File: src/rtl/saw_voice_bank.sv
// saw_voice_bank
//   Multi-voice sawtooth generator. NUM_VOICES phase accumulators share one
//   adder and are scanned one voice per clock at the start of every sample
//   period. Gated voices are summed, the sum is scaled by 1/NUM_VOICES, and
//   the resulting sample drives a first-order sigma-delta bitstream.
//
// Ports
//   clk           system clock
//   rst           synchronous reset, active-high
//   wr_en         register write strobe (one cycle)
//   wr_addr       register address: 0..NUM_VOICES-1 -> inc[addr], 16 -> gate mask
//   wr_data       register write data
//   sample_out    current mixed sample
//   sample_valid  one-cycle pulse when sample_out updates
//   busy          high while the voice scan is in progress
//   data          sigma-delta bitstream
//
// state | meaning
// IDLE  | wait for the sample counter to reach 0
// SCAN  | one voice per cycle, idx 0..NUM_VOICES-1, accumulating the mix
// MIX   | scale the accumulated mix into sample_out, pulse sample_valid

module saw_voice_bank #(
  parameter int NUM_VOICES = 4,
  parameter int PHASE_W    = 16,
  parameter int OUT_W      = 8,
  parameter int SAMPLE_DIV = 256
) (
  input  logic               clk,
  input  logic               rst,
  input  logic               wr_en,
  input  logic [4:0]         wr_addr,
  input  logic [PHASE_W-1:0] wr_data,
  output logic [OUT_W-1:0]   sample_out,
  output logic               sample_valid,
  output logic               busy,
  output logic               data
);

  localparam int SH    = $clog2(NUM_VOICES);
  localparam int VW    = (NUM_VOICES > 1) ? SH : 1;
  localparam int ACC_W = OUT_W + SH;
  localparam int CNT_W = $clog2(SAMPLE_DIV);

  typedef enum logic [1:0] {S_IDLE, S_SCAN, S_MIX} state_t;

  state_t                  state;
  logic [VW-1:0]           idx;
  logic [CNT_W-1:0]        cnt;
  logic [ACC_W-1:0]        acc;
  logic [PHASE_W-1:0]      phase [NUM_VOICES];
  logic [PHASE_W-1:0]      inc   [NUM_VOICES];
  logic [NUM_VOICES-1:0]   gate;
  logic [NUM_VOICES-1:0]   gate_prev;
  logic [OUT_W-1:0]        err;
  logic [OUT_W:0]          sd_sum;

  // Selected voice for the shared adder; a compare-based mux keeps the
  // NUM_VOICES==1 case free of zero-width index expressions.
  logic [PHASE_W-1:0]      cur_phase;
  logic                    cur_gate;
  logic                    cur_prev;
  logic [OUT_W-1:0]        contrib;

  always_comb begin
    cur_phase = '0;
    cur_gate  = 1'b0;
    cur_prev  = 1'b0;
    for (int i = 0; i < NUM_VOICES; i++) begin
      if (idx == VW'(i)) begin
        cur_phase = phase[i];
        cur_gate  = gate[i];
        cur_prev  = gate_prev[i];
      end
    end
  end

  // Only a voice whose gate was already open contributes; a rising gate
  // hard-syncs the phase and contributes 0 for that sample.
  assign contrib = (cur_gate && cur_prev) ? cur_phase[PHASE_W-1 -: OUT_W] : '0;

  assign sd_sum = {1'b0, err} + {1'b0, sample_out};

  // Register port
  always_ff @(posedge clk) begin
    if (rst) begin
      for (int i = 0; i < NUM_VOICES; i++) inc[i] <= '0;
      gate <= '0;
    end else if (wr_en) begin
      for (int i = 0; i < NUM_VOICES; i++) begin
        if (wr_addr == 5'(i)) inc[i] <= wr_data;
      end
      if (wr_addr == 5'd16) gate <= wr_data[NUM_VOICES-1:0];
    end
  end

  // Phase accumulators, updated only for the voice currently being scanned
  always_ff @(posedge clk) begin
    if (rst) begin
      for (int i = 0; i < NUM_VOICES; i++) phase[i] <= '0;
      gate_prev <= '0;
    end else if (state == S_SCAN) begin
      for (int i = 0; i < NUM_VOICES; i++) begin
        if (idx == VW'(i)) begin
          gate_prev[i] <= gate[i];
          if (gate[i] && !gate_prev[i]) phase[i] <= '0;
          else if (gate[i])             phase[i] <= phase[i] + inc[i];
        end
      end
    end
  end

  // Sample counter, scan FSM and registered outputs
  always_ff @(posedge clk) begin
    if (rst) begin
      state        <= S_IDLE;
      idx          <= '0;
      cnt          <= '0;
      acc          <= '0;
      sample_out   <= '0;
      sample_valid <= 1'b0;
      busy         <= 1'b0;
    end else begin
      cnt          <= (cnt == CNT_W'(SAMPLE_DIV - 1)) ? '0 : cnt + 1'b1;
      sample_valid <= 1'b0;
      case (state)
        S_IDLE: begin
          if (cnt == '0) begin
            state <= S_SCAN;
            idx   <= '0;
            acc   <= '0;
            busy  <= 1'b1;
          end
        end
        S_SCAN: begin
          acc <= acc + ACC_W'(contrib);
          if (idx == VW'(NUM_VOICES - 1)) begin
            state <= S_MIX;
            busy  <= 1'b0;
          end else begin
            idx <= idx + 1'b1;
          end
        end
        S_MIX: begin
          sample_out   <= OUT_W'(acc >> SH);
          sample_valid <= 1'b1;
          state        <= S_IDLE;
        end
        default: state <= S_IDLE;
      endcase
    end
  end

  // First-order sigma-delta: the carry out of the error accumulator is the bit
  always_ff @(posedge clk) begin
    if (rst) begin
      err  <= '0;
      data <= 1'b0;
    end else begin
      err  <= sd_sum[OUT_W-1:0];
      data <= sd_sum[OUT_W];
    end
  end

endmodule

File: config.mk
export PLATFORM = sky130hd
export DESIGN_NAME = saw_voice_bank
export DESIGN_NICKNAME = d
export VERILOG_FILES = /design/src/rtl/saw_voice_bank.sv
export SDC_FILE = /design/constraint.sdc
export NUM_CORES = 1
export LEC_CHECK = 0
export BUFFER_PORTS_ARGS = -buffer_cell sky130_fd_sc_hd__buf_2
export CORE_UTILIZATION = 47
export DETAILED_ROUTE_END_ITERATION = 10
export GPL_TIMING_DRIVEN = 0
export MAX_ROUTING_LAYER = met4
export PLACE_DENSITY = 0.67
export SLEW_MARGIN = 10
export SYNTH_ARGS = -nofsm -noshare
export SYNTH_HDL_FRONTEND = slang
export SYNTH_SLANG_ARGS = --single-unit
File: constraint.sdc
create_clock -name clk -period 4.55 [get_ports clk]
set_clock_uncertainty 0.2 [all_clocks]
set_input_delay 0.6825 -clock clk [delete_from_list [all_inputs] [get_ports clk]]
set_output_delay 0.6825 -clock clk [all_outputs]
set_load 0.02 [all_outputs]
Yosys cells after proc, flatten, opt, wreduce, memory -nomap -nowiden
Memory sizes are Yosys's and may differ from the RTL's.
Index checks and enable logic that the tools add are counted.
- bitwise gates (word level): 12
- add/sub/neg operators: 8
- equality and inequality tests: 13
- mux-type cells: 99
- reduce and logical (&&, ||, !) cells: 24
- operators by type and width (cell ; number):
    2-to-1 mux 16 bit ; 16
    2-to-1 mux 1 bit ; 73
    adder 16 bit ; 4
    one-hot mux 10 bit (2 select lines) ; 1
    AND reduction 2 bit ; 7
    bitwise OR 1 bit ; 12
    adder 10 x 8 -> 10 bit ; 1
    == test 5 x 2 -> 1 bit, second input constant ; 2
    2-to-1 mux 10 bit ; 1
    adder 8 x 8 -> 9 bit ; 1
    adder 8 x 1 -> 8 bit, second input constant ; 1
    == test 8 bit, second input constant ; 1
    zero test 8 bit ; 1
    2-to-1 mux 2 bit ; 4
    2-to-1 mux 8 bit ; 1
    one-hot mux 2 bit (2 select lines) ; 2
    == test 2 bit, second input constant ; 3
    AND reduction 3 bit ; 2
    == test 5 x 1 -> 1 bit, second input constant ; 1
    == test 5 bit, second input constant ; 1
    logical AND 1 bit ; 5
    zero test 5 bit ; 1
    == test 2 x 1 -> 1 bit, second input constant ; 2
    zero test 1 bit ; 4
    7 further kinds ; 9
- input port bits: 24
- register bits: 49
- memories kept: 2
- bits in writable memories: 128
- memories (name ; depth ; bits a word ; read ports ; clocked after Yosys merged registers in ; wr ports ; line ; RTL):
    inc ; 4 ; 16 ; 4 ; 0 ; 4 ; 52 ; logic [PHASE_W-1:0] inc [NUM_VOICES];
    phase ; 4 ; 16 ; 4 ; 0 ; 4 ; 51 ; logic [PHASE_W-1:0] phase [NUM_VOICES];

Depth between registers and ports, before layout
Gate-level depths: netlist of run 1.
- depth in word-level cells: 9
- depth in mapped cells: 17

Worst setup path after synthesis of run 1
Ideal clock, no wire load.
- path type: reg-to-reg
- from: reg idx[1]
- to: reg acc[9]
- setup slack: 1.322 ns
- library setup time: 0.121 ns
- data required time: 4.229 ns
- cell stages (with the launch flop): 16
- arrival: 2.907 ns
- clock period less this slack: 3.228 ns
- cells stage by stage: dfxtp_1 -> inv_1 -> ha_1 -> nand4b_1 -> a21oi_1 -> a31oi_1 -> nor2_1 -> a21oi_1 -> nor2_1 -> ha_1 -> a21o_1 -> a21oi_1 -> a21oi_1 -> or2_2 -> o211ai_1 -> mux2_2
- cells in the longest elaborated chain, start to end: 9
- RTL lines (element ; line ; RTL):
    from (decl) ; 48 ; logic [VW-1:0] idx;
    from (signal assigned) ; 141 ; idx <= idx + 1'b1;
    zero test 2 bit ; 70 ; if (idx == VW'(i)) begin
    2-to-1 mux 1 bit (4 in a row) ; 70 ;
    logical AND 1 bit ; 80 ; assign contrib = (cur_gate && cur_prev) ? cur_phase[PHASE_W-1 -: OUT_W] : '0;
    2-to-1 mux 8 bit * ; 80 ;
    adder 10 x 8 -> 10 bit * ; 136 ; acc <= acc + ACC_W'(contrib);
    one-hot mux 10 bit (2 select lines) * ; 126 ; case (state)
    to (signal assigned) ; 136 ;
    to (decl) ; 50 ; logic [ACC_W-1:0] acc;
Mark *: on every way between the ends. The rest lies on a longest branch, timed or not.
A chain may end at the register's enable or synchronous reset.

Worst setup path in the final report of run 1
- from: reg idx[0]
- to: reg acc[9]
The elaborated chain is that of the path after synthesis.

==> metrics.txt, run 1 <==
Req. time, crit path 4.67 ns; total clock buffers created by CTS 17; max-capacitance violation count 0; kind of critical path reg2reg; WP data arrival approximately 4 ns; commonest register cell after synthesis edfxtp_1; setup TNS 0 ns; post-synthesis average cell area between 9 and 10 µm²; post-synth design cell area around 10000 µm²; I/O Pins 35; terminus of the critical flop-to-flop path acc[9]$_SDFFE_PP0P_; Vias per Instance around 5.6; final hold violations 0; Critical path destination acc[9]$_SDFFE_PP0P_; path depth of the worst reg2reg path 14; CTS max path bufs 2; clock network latency to the later pin of the worst-skew pair 0.44 ns; TritonCTS clock tree built; count of input and output buffers 34; initial cell density of the core about half; site row count 53; number of cells produced by synthesis around 1.0k; total routed wirelength approximately 24000 µm; number of slew-limit violations in the final report 0; first-pass GRT wire length approximately 38000 µm; number of clock sinks seen by CTS 177; H-tree depth 4; largest net degree at the start of global routing 17; count of synthesis-stage warnings from yosys 0; drc violations 0; CTS hold repair buffers 0; Cell Count Post-Placement about 1.3k; slew of the pin with the lowest slew margin between 0.9 and 1 ns; proportion of synthesized flip-flops having asynchronous set or reset 0%; most common cell after layout, fill and taps aside edfxtp_1; cell leakage power 0.004592 µW; count of antenna-violating nets left after detailed routing 0; core area between 20000 and 25000 µm²; vias in the first global route between 7k and 8k; vias post-DR between 7k and 8k; flip-flop and latch count after synthesis approximately 180; antenna violations before repair 0; fraction of the yosys area taken by sequential cells between 40% and 50%; achievable clock frequency 0.2604 GHz; clock-pin slew on the worst setup and hold paths about 0.07 ns; number of filler instances in the final layout approximately 1.9k; number of nets in the layout about 1.2k; number of distinct library cells after synthesis 69; setup repair after global routing missed its margin false; launch point of the worst path idx[0]$_SDFFE_PP0P_; detailed-placement wirelength estimate around 18000 µm; endpoint class of the critical path register; routability cong. 0.8793; post-route fraction of the period consumed by the critical path 84.39%; overall die height 149.9 µm; Slew HR between 30% and 40%; commonest cells after routing, fill and taps aside edfxtp_1 (128), nor2_1 (115), ha_1 (82), a21oi_1 (76), nand2_1 (76); result of the run completed; post-DR wirelength/cell between 15 and 20 µm; die outline width between 100 and 150 µm; antenna fix cells 0; Syn Nets 1140; global-route total usage across every layer between 20 and 25%; post-route minimum period roughly 3.8 ns; drt first pass iters 6; CTS resizes 0; Peak VDD IR between 0.2 and 0.3 mV; Post-synth EDFFs roughly 130; Total Die Area between 20000 and 25000 µm²; Clock Tree Root clkbuf_16; largest fanout of any net on the critical path 7; post-CTS setup buffers 0; worst hold path type reg2reg; slack of the worst reg-to-reg path around 0.71 ns; fraction of final layout cells with drive strength greater than 1 8.668%; pwr dens approximately 340 nW/µm²; Post-Layout Cell Count between 1k and 1.5k; count of endpoints failing setup in the final report 0; source of the worst register-to-register timing path idx[0]$_SDFFE_PP0P_; DRC marker count from the first detailed-route iteration between 400 and 500; area added between synthesis and finish 11.69%; element type at the critical path start register; global route overflow 0
[critical path, cell delays in order (launching register included)]
cell      delay (ns)
dfxtp_1         0.41
inv_1           0.09
ha_1            0.29
nor2b_1         0.24
a22oi_1         0.29
nor2_1          0.07
a211oi_1        0.37
nor2_1          0.10
ha_1            0.29
a21o_1          0.18
a21oi_1         0.22
a21oi_1         0.12
or2_2           0.30
o211ai_1        0.19
mux2_2          0.35
[worst min-delay path by stage]
| stage | cells past startpoint | slack, ns | to | start |
|---|---|---|---|---|
| floorplan | 2 | 0.23 | gate_prev[3]$_SDFFE_PP0P_ | gate_prev[3]$_SDFFE_PP0P_ |
| global placement | 2 | 0.25 | gate_prev[3]$_SDFFE_PP0P_ | gate_prev[3]$_SDFFE_PP0P_ |
| detailed placement | 2 | 0.25 | gate_prev[3]$_SDFFE_PP0P_ | gate_prev[3]$_SDFFE_PP0P_ |
| CTS | 2 | 0.26 | gate_prev[3]$_SDFFE_PP0P_ | gate_prev[3]$_SDFFE_PP0P_ |
| global route | 2 | 0.28 | gate_prev[3]$_SDFFE_PP0P_ | gate_prev[3]$_SDFFE_PP0P_ |
| finish | 2 | 0.26 | gate_prev[3]$_SDFFE_PP0P_ | gate_prev[3]$_SDFFE_PP0P_ |
[Yosys cell counts (4+ instances only)]
cell type,number,area [µm²]
or3_1,7,43.79
a22oi_1,12,90.09
nand4_1,9,56.30
nor3b_1,4,30.03
nand3_1,24,120.1
a21oi_1,76,380.4
dfxtp_1,49,980.9
xnor2_1,18,157.7
and2_1,71,444.2
nor2b_1,13,81.33
fa_1,6,120.1
and3_1,9,56.30
clkbuf_1,23,86.33
nor2_1,115,431.7
o21ai_0,50,250.2
a211oi_1,22,165.2
ha_1,82,1026
nand2_1,76,285.3
a21o_1,23,172.7
inv_1,41,153.9
o31ai_1,5,37.54
nor3_1,35,175.2
edfxtp_1,128,3844
o21a_1,17,127.6
o211ai_1,6,45.04
mux2i_1,7,70.07
xor2_1,25,219.0
or2_2,4,25.02
nand2b_1,14,87.58
[cell families after synthesis]
group	share of synthesized area, %
AO/OA/AOI/OAI	16.16
XOR/XNOR	3.664
adder cells (fa/ha/maj)	11.15
buffers and inverters	2.642
flip-flops	46.94
multiplexers	0.9009
AND/OR/NAND/NOR	18.54
[layout make-up]
type	instances	area, µm²	share of cell area [%]
Inverter	42	157.7	1.373
Buffer	29	113.9	0.9919
Timing Repair Buffer	36	196.4	1.711
Multi-Input combinational cell	780	5196	45.27
Clock buffer	21	470.5	4.099
Sequential cell	177	4825	42.03
Clock inverter	11	175.2	1.526
Tap cell	275	344.1	2.998
[metrics by stage]
stage / hold slack [ns] / util (%) / setup slack, ns / cell area [µm²] / power (µW)
3_5_place_dp: 0.2484 / 51.05 / 0.7916 / 10830 / 2329
2_1_floorplan: 0.2319 / - / 1.322 / 10280 / 2188
5_1_grt: 0.2767 / 54.09 / 0.4966 / 11480 / 4046
6_report: 0.2569 / 54.09 / 0.7104 / 11480 / 3907
3_3_place_gp: 0.2451 / 50.86 / 0.7168 / 10790 / 2319
4_1_cts: 0.2576 / 54.09 / 0.7491 / 11480 / 3922
[power breakdown]
group	internal (µW)	leakage (µW)	switching, µW
sequential	1780	0.00167	34.2
clock	968	0.000310	638
combinational	177	0.00262	306
[per-layer routing]
metal / part of all wire, % / routed length [µm] / track usage, % / up-vias
met5: 0 / 0 / - / -
li1: - / - / - / 3844
met4: 3.1 / 741 / 9.091 / 0
met2: 45 / 10890 / 36.06 / 185
met3: 4.5 / 1070 / 4.238 / 50
met1: 47 / 11230 / 29.63 / 3621
[sequential cells by signal, indices dropped and copies added, names as in the netlist]
name,cells
inc,64
data,1
sample_valid,1
phase,64
gate,4
busy,1
acc,10
cnt,8
state,2
err,8
gate_prev,4
sample_out,8
idx,2
No activity file was read; power rests on OpenSTA's default activity.
==> run 2, diff against run 1 <==
- ABC_AREA: default -> 1
- PLACE_DENSITY: 0.67 -> 0.69
- clock period: 4.55 -> 3.14 ns (I/O delays scaled with it)
==> metrics.txt, run 2 <==
result of the run completed (unchanged); number of clock sinks seen by CTS 177 (unchanged); I/O Pins 35 (unchanged); WP data arrival 3.24 ns (was 3.96 ns); achievable clock frequency 0.3253 GHz (was 0.2604 GHz); H-tree depth 4 (unchanged); endpoint class of the critical path register (unchanged); slowest library cell on the worst path dfxtp_2 (was dfxtp_1); vias post-DR 9262 (was 7700); area share of and/or/nand/nor cells after synthesis 28.17% (was 18.54%); met2 wire length 12390 µm (was 10890 µm); count of input and output buffers 34 (unchanged); Syn Nets 1537 (was 1140); number of cells produced by synthesis 1425 (was 1028); Crit path buffers/inverters 4 (was 1); count of synthesis-stage warnings from yosys 0 (unchanged); kind of critical path reg2reg (unchanged); drc violations 0 (unchanged); global route overflow 0 (unchanged); vias in the first global route 8503 (was 7307); synth cell count leaders nand2_1 (370), inv_1 (202), nor2_1 (186), edfxtp_1 (128), a21oi_1 (109) (was edfxtp_1 (128), nor2_1 (115), ha_1 (82), a21oi_1 (76), nand2_1 (76)); longest individual stage delay on the worst path 0.39 ns (was 0.41 ns); most frequently used cell type in the post-synthesis netlist nand2_1 (was edfxtp_1); global-route total usage across every layer 23.04% (was 23.09%); final hold violations 0 (unchanged); Req. time, crit path 3.31 ns (was 4.67 ns); largest net degree at the start of global routing 19 (was 17); CTS max path bufs 2 (unchanged); XOR/XNOR share of the synthesized area 0.6242% (was 3.664%); flip-flop and latch count after synthesis 177 (unchanged); post-synthesis compound-gate area fraction 9.430% (was 16.16%); routability cong. 0.9376 (was 0.8793); CTS hold repair buffers 0 (unchanged); Clock Tree Root clkbuf_16 (unchanged); overall die height 156.5 µm (was 149.9 µm); initial cell density of the core 47.82% (was 48.43%); cell leakage power 0.005916 µW (was 0.004592 µW); number of nets in the layout 1594 (was 1195); ranking of synthesized cells by area edfxtp_1 (34%), nand2_1 (12%), ha_1 (9.1%) (was edfxtp_1 (37%), ha_1 (10%), dfxtp_1 (9.5%)); total clock buffers created by CTS 17 (unchanged); number of slew-limit violations in the final report 0 (unchanged); core area 23470 µm² (was 21220 µm²); routed length on met3 1228 µm (was 1070 µm); commonest register cell after synthesis edfxtp_1 (unchanged); count of endpoints failing setup in the final report 0 (unchanged); largest registers inc x64, phase x64, acc x10 (unchanged); share of synthesized area spent on multiplexers 0% (was 0.9009%); final instance area 12460 µm² (was 11480 µm²); Total Die Area 24500 µm² (was 22460 µm²); detailed-route wire length on metal 1 12080 µm (was 11230 µm); highest signal layer in the routed design met4 (unchanged); fraction of the yosys area taken by sequential cells 42.98% (was 46.94%); Vias per Instance 5.106 (was 5.616); dominant combinational cell family by area after synthesis simple AND/OR/NAND/NOR gates (unchanged); die outline width 156.5 µm (was 149.9 µm); setup TNS 0 ns (unchanged); clock network latency to the later pin of the worst-skew pair 0.44 ns (about the same); TritonCTS clock tree built (unchanged); Synth top area share 34.24% (was 37.40%); drt first pass iters 5 (was 6); library cell occupying the most area in the post-synthesis netlist edfxtp_1 (unchanged); antenna violations before repair 0 (unchanged); antenna fix cells 0 (unchanged); post-route fraction of the period consumed by the critical path 97.89% (was 84.39%); slew of the pin with the lowest slew margin 0.8089 ns (was 0.9009 ns); area added between synthesis and finish 11.05% (was 11.69%); most common cell after layout, fill and taps aside nand2_1 (was edfxtp_1); Worst path top cell family by delay simple AND/OR/NAND/NOR gates (was compound AO/OA/AOI/OAI gates); number of distinct library cells after synthesis 50 (was 69); worst hold path type in2reg (was reg2reg); max-capacitance violation count 0 (unchanged); post-synth design cell area 11220 µm² (was 10280 µm²); total cell area at the placement stage 11820 µm² (was 10830 µm²); count of antenna-violating nets left after detailed routing 0 (unchanged); pwr dens 447.0 nW/µm² (was 340.4 nW/µm²); post-synthesis average cell area 7.877 µm² (was 9.997 µm²); Slew HR 46.08% (was 39.78%); detailed-placement wirelength estimate 19790 µm (was 17610 µm); element type at the critical path start register (unchanged); worst-path cell chain inv_2 -> ha_4 -> inv_1 -> nor2_4 -> buf_12 -> buf_4 -> a22oi_1 -> o21ai_0 -> o21ai_0 -> nor2_1 -> ha_1 -> or2_2 -> nand3_1 -> nand2_1 -> nand2_1 -> nand3_1 -> a21oi_1 (was inv_1 -> ha_1 -> nor2b_1 -> a22oi_1 -> nor2_1 -> a211oi_1 -> nor2_1 -> ha_1 -> a21o_1 -> a21oi_1 -> a21oi_1 -> or2_2 -> o211ai_1 -> mux2_2); first-pass GRT wire length 41740 µm (was 37730 µm); clock-pin slew on the worst setup and hold paths 0.07 ns (about the same); arithmetic-cell share of the synthesized area counting full adders, half adders and majority gates 10.21% (was 11.15%); DRC marker count from the first detailed-route iteration 581 (was 422); total routed wirelength 26010 µm (was 23930 µm); proportion of synthesized flip-flops having asynchronous set or reset 0% (unchanged); commonest cells after routing, fill and taps aside nand2_1 (370), inv_1 (200), nor2_1 (186), edfxtp_1 (128), a21oi_1 (108) (was edfxtp_1 (128), nor2_1 (115), ha_1 (82), a21oi_1 (76), nand2_1 (76)); Peak VDD IR 0.3151 mV (was 0.2537 mV); largest fanout of any net on the critical path 7 (unchanged); fraction of final layout cells with drive strength greater than 1 12.31% (was 8.668%); Post-synth EDFFs 128 (unchanged); post-DR wirelength/cell 14.34 µm (was 17.46 µm); setup repair after global routing missed its margin true (was false); site row count 56 (was 53); post-route minimum period 3.074 ns (was 3.840 ns)
-- run 2: repair_timing --
item | in CTS | in global routing
setup endpoints to repair | 1 | 6
buffers inserted | 0 | 2
pin swaps | 0 | 1
gates resized for setup | 2 | 14
-- run 2: path summary, 6_finish.rpt --
| kind | start | depth (start not counted) | slack (ns) | to |
|---|---|---|---|---|
| worst min register to register | gate_prev[1]$_SDFFE_PP0P_ | 2 | 0.27 | gate_prev[1]$_SDFFE_PP0P_ |
| worst max register to register | idx[0]$_SDFFE_PP0P_ | 17 | 0.07 | acc[5]$_SDFFE_PP0P_ |
| worst min-delay path | rst | 4 | 0.26 | idx[1]$_SDFFE_PP0P_ |
| worst max-delay path | idx[0]$_SDFFE_PP0P_ | 17 | 0.07 | acc[5]$_SDFFE_PP0P_ |
-- run 2: layout make-up --
| cell class | count | area [µm²] |
|---|---|---|
| clock buffer | 17 | 425.4 |
| clock inverter | 15 | 161.4 |
| inverter | 218 | 825.8 |
| multi-input combinational | 1010 | 5466 |
| timing repair buffer | 38 | 216.5 |
| buffer | 20 | 142.6 |
| fill | 2216 | 11010 |
| tap | 319 | 399.1 |
| sequential | 177 | 4827 |
-- run 2: per-stage QoR --
stage	hold WS, ns	power, µW	cells	setup WS (ns)	utilization, %
after floorplan	0.2396	3228	1425	0.4498	-
after global placement	0.2469	3425	1778	-0.1968	50.25
after detailed placement	0.2553	3444	1780	-0.01762	50.34
after CTS	0.2437	5577	1812	0.004876	52.87
after global routing	0.2669	5810	1814	-0.05086	53.10
final	0.2582	5572	1814	0.06634	53.10
-- run 2: worst min-delay path, delay by kind of cell --
family | cells | cell delay, ns
buffers and inverters | 1 | 0.16
AND/OR/NAND/NOR | 2 | 0.15
AO/OA/AOI/OAI | 1 | 0.07
-- run 2: layer usage --
metal / vias up / global-route usage (%)
met5: - / -
met4: 0 / 4.995
met3: 23 / 3.600
met2: 220 / 38.07
met1: 4267 / 29.79
li1: 4752 / -
-- run 2: logic make-up after synthesis --
family          after synthesis
buf+inv                     238
simple gates                724
flops                       177
xor+xnor                      8
compound gates              190
fa+ha+maj                    88
-- run 2: power by group --
| group | switching (µW) | internal (µW) | leakage, µW | total [µW] |
|---|---|---|---|---|
| sequential | 51.0 | 2580 | 0.00167 | 2640 |
| clock | 1010 | 1130 | 0.000291 | 2140 |
| combinational | 540 | 256 | 0.00396 | 796 |
| total | 1600 | 3970 | 0.00592 | 5570 |
